$ cat src/rtl/inst_fetch.sv
// inst_fetch: byte-serial instruction fetch unit.
// Assembles a little-endian 32-bit instruction from four byte reads through a
// memory arbiter and hands it to IF/ID. A branch aborts the fetch in progress,
// and a low rdy freezes the unit.
// Optional feature: define ICACHE_EN to add a 64-entry direct-mapped
// instruction cache (index pc[7:2], tag pc[31:8]).
module inst_fetch (
  input  logic        clk,
  input  logic        rst,
  input  logic        rdy,
  input  logic [31:0] pc_i,
  input  logic        branch_enable_i,
  input  logic        stall_i,
  output logic        mem_req_o,
  output logic [31:0] mem_addr_o,
  input  logic        mem_gnt_i,
  input  logic [7:0]  mem_rdata_i,
  output logic [31:0] inst_o,
  output logic [31:0] inst_pc_o,
  output logic        inst_valid_o,
  output logic        stall_req_o
);

  typedef enum logic [1:0] {
    S_IDLE = 2'd0,
    S_REQ  = 2'd1,
    S_WAIT = 2'd2,
    S_DONE = 2'd3
  } state_t;

  state_t      state_reg;
  state_t      state_next;
  logic [1:0]  cnt_reg;
  logic [31:0] fetch_pc_reg;
  logic [31:0] asm_reg;
  logic        cache_hit;
  logic [31:0] cache_word;

`ifdef ICACHE_EN
  logic [31:0] cache_data [0:63];
  logic [23:0] cache_tag  [0:63];
  logic [63:0] cache_valid_reg;
  logic [5:0]  lookup_idx;
  logic [5:0]  fill_idx;
  logic        fill_en;

  assign lookup_idx = pc_i[7:2];
  assign fill_idx   = fetch_pc_reg[7:2];
  assign cache_hit  = cache_valid_reg[lookup_idx] && (cache_tag[lookup_idx] == pc_i[31:8]);
  assign cache_word = cache_data[lookup_idx];
  // Fill only on the final byte of a fetch that is not being aborted or frozen.
  assign fill_en    = !rst && rdy && !branch_enable_i &&
                      (state_reg == S_WAIT) && (cnt_reg == 2'd3);

  // Valid bits: cleared on reset, set when an entry is filled.
  always_ff @(posedge clk) begin
    if (rst) begin
      cache_valid_reg <= '0;
    end else if (fill_en) begin
      cache_valid_reg[fill_idx] <= 1'b1;
    end
  end

  // Tag and data storage, written with the completed word on fill.
  always_ff @(posedge clk) begin
    if (fill_en) begin
      cache_data[fill_idx] <= {mem_rdata_i, asm_reg[23:0]};
      cache_tag[fill_idx]  <= fetch_pc_reg[31:8];
    end
  end
`else
  assign cache_hit  = 1'b0;
  assign cache_word = 32'h0000_0000;
`endif

  // State register.
  always_ff @(posedge clk) begin
    if (rst) begin
      state_reg <= S_IDLE;
    end else begin
      state_reg <= state_next;
    end
  end

  // Next-state logic: branch beats everything, rdy low holds the state.
  always_comb begin
    state_next = state_reg;
    if (branch_enable_i) begin
      state_next = S_IDLE;
    end else if (rdy) begin
      case (state_reg)
        S_IDLE: state_next = cache_hit ? S_DONE : S_REQ;
        S_REQ:  state_next = mem_gnt_i ? S_WAIT : S_REQ;
        S_WAIT: state_next = (cnt_reg == 2'd3) ? S_DONE : S_REQ;
        S_DONE: state_next = stall_i ? S_DONE : S_IDLE;
        default: state_next = S_IDLE;
      endcase
    end
  end

  // Datapath: fetch address, byte counter and instruction assembly.
  always_ff @(posedge clk) begin
    if (rst) begin
      cnt_reg      <= 2'd0;
      fetch_pc_reg <= 32'h0000_0000;
      asm_reg      <= 32'h0000_0000;
    end else if (branch_enable_i) begin
      cnt_reg <= 2'd0;
      asm_reg <= 32'h0000_0000;
    end else if (rdy) begin
      case (state_reg)
        S_IDLE: begin
          fetch_pc_reg <= pc_i;
          cnt_reg      <= 2'd0;
          if (cache_hit) begin
            asm_reg <= cache_word;
          end
        end
        S_WAIT: begin
          asm_reg[{cnt_reg, 3'b000} +: 8] <= mem_rdata_i;
          if (cnt_reg != 2'd3) begin
            cnt_reg <= cnt_reg + 2'd1;
          end
        end
        default: ;
      endcase
    end
  end

  // Outputs decoded from state; reset forces the idle-safe values.
  always_comb begin
    mem_req_o    = 1'b0;
    mem_addr_o   = 32'h0000_0000;
    inst_valid_o = 1'b0;
    stall_req_o  = 1'b1;
    if (!rst) begin
      if (state_reg == S_REQ) begin
        mem_req_o  = rdy;
        mem_addr_o = fetch_pc_reg + {30'd0, cnt_reg};
      end
      if (state_reg == S_DONE) begin
        inst_valid_o = !branch_enable_i;
        stall_req_o  = stall_i;
      end
    end
  end

  assign inst_o    = asm_reg;
  assign inst_pc_o = fetch_pc_reg;

endmodule

$ cat config.mk
export PLATFORM = sky130hd
export DESIGN_NAME = inst_fetch
export DESIGN_NICKNAME = d
export VERILOG_FILES = /design/src/rtl/inst_fetch.sv
export SDC_FILE = /design/constraint.sdc
export NUM_CORES = 1
export LEC_CHECK = 0
export BUFFER_PORTS_ARGS = -buffer_cell sky130_fd_sc_hd__buf_2
export CORE_MARGIN = 1
export CORE_UTILIZATION = 45
export CTS_BUF_LIST = sky130_fd_sc_hd__clkbuf_8
export DETAILED_ROUTE_END_ITERATION = 7
export GPL_TIMING_DRIVEN = 0
export PLACE_DENSITY = 0.85
export SETUP_SLACK_MARGIN = 0.15
export SLEW_MARGIN = 0
export SYNTH_ARGS = -nofsm -noshare
export SYNTH_HDL_FRONTEND = slang
export SYNTH_SLANG_ARGS = --single-unit
$ cat constraint.sdc
create_clock -name clk -period 2.8 [get_ports clk]
set_input_delay 0.84 -clock clk [delete_from_list [all_inputs] [get_ports clk]]
set_output_delay 0.84 -clock clk [all_outputs]
set_load 0.05 [all_outputs]
# --- Yosys cells after proc, flatten, opt, wreduce, memory -nomap -nowiden ---
# Index checks and enable logic that the tools add are counted.
totals:
  output_inout_bits: 99
  input_bits: 46
  elab_cells: 38
  reg_bits: 68
op_classes:
  n_addsub: 3
  bitwise_logic: 1
  shift: 2
  n_mux: 15
  n_eq_ne: 6
  reduce_logical: 7
op_table:
  columns: ["operator", "n"]
  rows:
  - ["32-bit 2-to-1 mux", 2]
  - ["32-bit by 2-bit adder with 32-bit output", 1]
  - ["32-bit bitwise mux", 1]
  - ["8-bit by 7-bit variable shift with 32-bit output (first input constant)", 1]
  - ["8-bit by 7-bit variable part select with 32-bit output", 1]
  - ["2-bit 2-to-1 mux", 4]
  - ["2-bit case mux with 4 select lines", 1]
  - ["5-bit negation with 7-bit output", 1]
  - ["2-bit == test (second input constant)", 3]
  - ["1-bit 2-to-1 mux", 6]
  - ["3-bit AND reduction", 2]
  - ["2-bit inequality test (second input constant)", 2]
  - ["2-bit case mux with 2 select lines", 1]
  - ["2-bit by 1-bit adder with 2-bit output (second input constant)", 1]
  - ["2-bit by 1-bit == test with 1-bit output (second input constant)", 1]
  - ["2-bit logical NOT", 1]
  - ["2-bit AND reduction", 1]
  - ["2-bit nonzero test", 1]
  - ["2-bit OR reduction", 1]
  - ["1-bit logical NOT", 1]
  - ["1-bit NOT", 1]

# --- Depth between registers and ports, before layout ---
depth:
  ltp_word: 3
  mapped_depth: 7
  ltp_nobuf: 5

# --- Least setup slack after synthesis ---
# Ideal clock, no wire load.
synth_timing:
  path_type: "reg2out"
  from: "register fetch_pc_reg[0] (netlist: inst_pc_o[0])"
  to: "output port mem_addr_o[30]"
  setup_slack_ns: -0.926
  n_path_buf: 2
  t_arrival_ns: 2.886
  stages_incl_launch_ff: 8
  t_required_ns: 1.960
  path_cell_list: "dfxtp_1 -> ha_1 -> fa_1 -> clkbuf_1 -> nand2_1 -> clkbuf_1 -> or4_1 -> a21oi_1"
synth_via:
  elab_chain_len: 3
synth_rtl:
  columns: ["item", "line_no", "source"]
  rows:
  - ["from (decl)", "34", "logic [31:0] fetch_pc_reg;"]
  - ["from (signal assigned)", "113", "fetch_pc_reg <= pc_i;"]
  - ["32-bit by 2-bit adder with 32-bit output", "139", "mem_addr_o = fetch_pc_reg + {30'd0, cnt_reg};"]
  - ["32-bit 2-to-1 mux", "137", "if (state_reg == S_REQ) begin"]
  - ["32-bit 2-to-1 mux", "136", "if (!rst) begin"]
  - ["to (decl)", "15", "output logic [31:0] mem_addr_o,"]
# No other way between the ends.

# --- Worst setup path after layout ---
layout_timing:
  from: "register fetch_pc_reg[10] (netlist: inst_pc_o[10])"
  to: "output port mem_addr_o[27]"
# Same word-level chain as after synthesis.

==> results summary <==
The area of the core region came out at roughly 7300 sq um. The signed area change from the synthesized netlist to the final layout came out at 82.3%. The final number of hold-violating endpoints came out at 0. The run finished, with violations left. The number of antenna-violating nets in the routed design is 0.

The initial standard-cell utilization of the core came out at approximately 47%. The routing usage on met1 is ~44%. The largest fanout of any net on the critical path came out at 6. The tool flagged a number of max-cap violations equal to 0.

By count the netlist is led by nand2_1, a21oi_1, dfxtp_1. The fraction of registers with async set or reset after synthesis is 0%. Across all setup checks in the final design, the least slack found is -0.649 ns. Global routing consumed, on the met3 layer, 11.1% of the routing resources. The placer's final routability congestion estimate is a little over 0.8. For this run, the leading register cell type out of synthesis is dfxtp_1. For the final database, setup skew stands at 0.0122 ns.

The layout filler cell count came out at 343. The number of buffers on the longest clock path is 2. The worst setup path is captured at a primary output. In this run the worst hold path is classified as reg -> reg. TritonCTS built the clock tree. The average detailed-routed wire length per instance came out at 22.2 um.

The fmax came out at roughly 0.29 GHz. The number of nets handed over by synthesis was around 530. CTS built an H-tree with a depth of 3. The cell count after synthesis came out at roughly 470. The netlist uses 33 different library cells. The final period utilization is 123%. The final cell area excluding filler cells is roughly 6300 sq um. The final wirelength is roughly 17 mm. The library cell used as clock root buffer is clkbuf_8.

The number of antenna violations at the first check in global routing came out at 2. Setup repair after global routing could not meet its margin everywhere. In this run the tool buffered the top-level ports with 143 buffer cells. Grouping stages by cell kind, the critical path spends the most delay in simple AND/OR/NAND/NOR gates. The pin count of the biggest net entering global routing is 14. The largest single stage delay on the critical path is around 0.64 ns. The synthesized design contains between 60 and 70 register bits. After clock tree synthesis, the clock-pin slew on the worst setup and hold paths is 0.08 ns. The global-route wire length before repair came out at ~24 mm. The signal arrival time at the worst endpoint came out at around 2.6 ns. Once placement finished, the instance area stood at ~4800 sq um. The worst vdd rail ir drop is approximately 0.00035 V.

At the later pin of the worst-skew pair, clock insertion delay measures between 0.3 and 0.4 ns. The cell that appears most often on the critical path is buf_6. The iteration-0 DRC count of the detailed router came out at 554. The die is 89.6 um wide. The clock net in this run drives a total of approximately 70 sinks.

The die covers 8030 sq um. The number of global-route vias before repair is between 4000 and 5000. The total overflow reported by the global router is 0. The mean post-synth cell area is ~7.3 sq um. For this run, the total global-route usage over all layers was measured as 39.7%. In the post-synthesis netlist, the cell with the most instances is nand2_1. The final net count came out at approximately 740. The data required time of the critical path came out at 1.96 ns. The routed design could run at a clock period as short as 3.45 ns. The final routed DRC violation total came out at 0.

The detail-routed via count per cell is around 6.3. The floorplan row count is 31. The number of iterations in the first detailed-routing pass is 5. The share of the synthesized area in the top cell type is slightly below 40%.

The setup TNS after final layout came out at -8.47 ns. The buffer and inverter count on the worst path is 4. Traced cell by cell, the critical path runs through nand4_1 -> or4_4 -> buf_6 -> buf_4 -> clkbuf_16 -> o31ai_4 -> a21oi_4 -> buf_6. For this design the static power due to leakage is between 2 and 2.5 nW. Of the synthesized area, sequential elements account for between 30% and 40%. The final number of max-transition violations came to 0.

From bottom edge to top edge, the die measures around 90 um. The critical path is of the reg -> out type. The global-route layer with the greatest usage is met2. Among all stages on the critical path, the largest delay is contributed by or4_4. The final reports fail on setup timing. The post-synthesis instance area came out at around 3500 sq um. dfxtp_1 takes more of the synthesized area than any other cell. The number of placed I/O pins came out at approximately 150. Setup violations remaining at the end of the flow were counted as 33. The post-detailed-placement half-perimeter wirelength came out at 8.23 mm.

The final route contains a little under 5000 vias. In the post-synthesis netlist, the biggest area contributors are dfxtp_1, nand2_1, a21oi_1. The total power is 0.00233 W.

The share of post-route cells with drive strength above 1 is about half. The startpoint type of the worst setup path is a flop. Power spread over the standard cell area amounts to ~370 nW/um^2. The Yosys warning count is 0. The number of enable-type register cells in the synthesized netlist came out at 0.

The final core area utilization is 85.9%. The total clock buffers created by CTS is 9. Global routing consumed, on the met2 layer, roughly 68% of the routing resources. The worst slew margin relative to its limit came out at 35.8%. The transition time at the pin with the least slew margin is 0.955 ns.
## power breakdown
part           internal (W)  switching, W  total [W]
Sequential         0.000978     0.0000394    0.00102
Clock              0.000506      0.000437   0.000943
Combinational      0.000124      0.000246   0.000370
## layer usage
layer | routed length [um] | up-vias | part of all wire [%]
li1 | - | 2073 | -
met4 | 1280 | 4 | 7.3
met5 | 38 | - | 0.22
met2 | 8340 | 419 | 48
met1 | 5890 | 2304 | 34
met3 | 1910 | 143 | 11
## tightest hold or removal path: cells and delay by family (launching register included)
family	cells	cell delay, ns
flops	1	0.32
simple gates	1	0.05
compound gates	1	0.05
## area by class of cell
type | instances | area [sq um] | share of cell area (%)
diodes | 1 | 2.50 | 0.0397
repair buffers | 200 | 1500 | 23.8
inverters | 8 | 30.0 | 0.477
well taps | 99 | 124 | 1.97
clock inverters | 7 | 98.8 | 1.57
flip-flops and latches | 68 | 1450 | 23.0
multi-input cells | 364 | 2640 | 42.0
clock buffers | 9 | 124 | 1.97
plain buffers | 31 | 324 | 5.15
## through the flow
step | instances | setup slack, ns | hold WS [ns]
after floorplan | 472 | -0.123 | 0.481
after global placement | 714 | -0.336 | 0.437
after detailed placement | 714 | -0.379 | 0.440
after CTS | 775 | -0.392 | 0.458
after global routing | 787 | -0.678 | 0.475
final | 787 | -0.649 | 0.454
## what timing repair did
action | in CTS | in global routing
pin swaps | 18 | 20
hold buffers | 0 | 0
gates resized for setup | 160 | 27
setup buffers | 38 | 12
endpoints found under the setup margin | 34 | 34
gates cloned | 7 | 0
## layout by cell type (no fill, tap or decap), drive strengths merged, types with 8 or more instances in the layout
master	synthesis	final
a21oi	84	84
buf	2	197
clkbuf	30	43
dfxtp	68	68
ha	8	8
inv	8	9
nand2	116	116
nand3	43	43
nand4	12	12
nor2	19	19
o31ai	14	14
or4	16	16
xor2	10	10
## path summary, 6_finish.rpt
check / cells past startpoint / slack, ns / start / to
setup / recovery: 8 / -0.65 / inst_pc_o[10]$_SDFFE_PP0P_ / mem_addr_o[27]
hold / removal: 2 / 0.45 / inst_o[27]$_SDFFE_PP0P_ / inst_o[27]$_SDFFE_PP0P_
setup reg to reg: 6 / 0.55 / cnt_reg[0]$_SDFFE_PP0P_ / inst_o[31]$_SDFFE_PP0P_
hold reg to reg: 2 / 0.45 / inst_o[27]$_SDFFE_PP0P_ / inst_o[27]$_SDFFE_PP0P_
## cell families (layout without fill, tap and decap cells)
kind of cell               Yosys count  in the layout  share of synthesized area, %
AOI/OAI and AO/OA                  109            109                          17.2
DFF                                 68             68                          39.4
buffers and inverters               40            255                          4.60
adders and majority gates            9              9                          3.48
xor gates and xnor gates            11             11                          2.79
and+or+nand+nor                    235            235                          32.5
other                                0              1                             0
(Power assumes the default switching activity.)
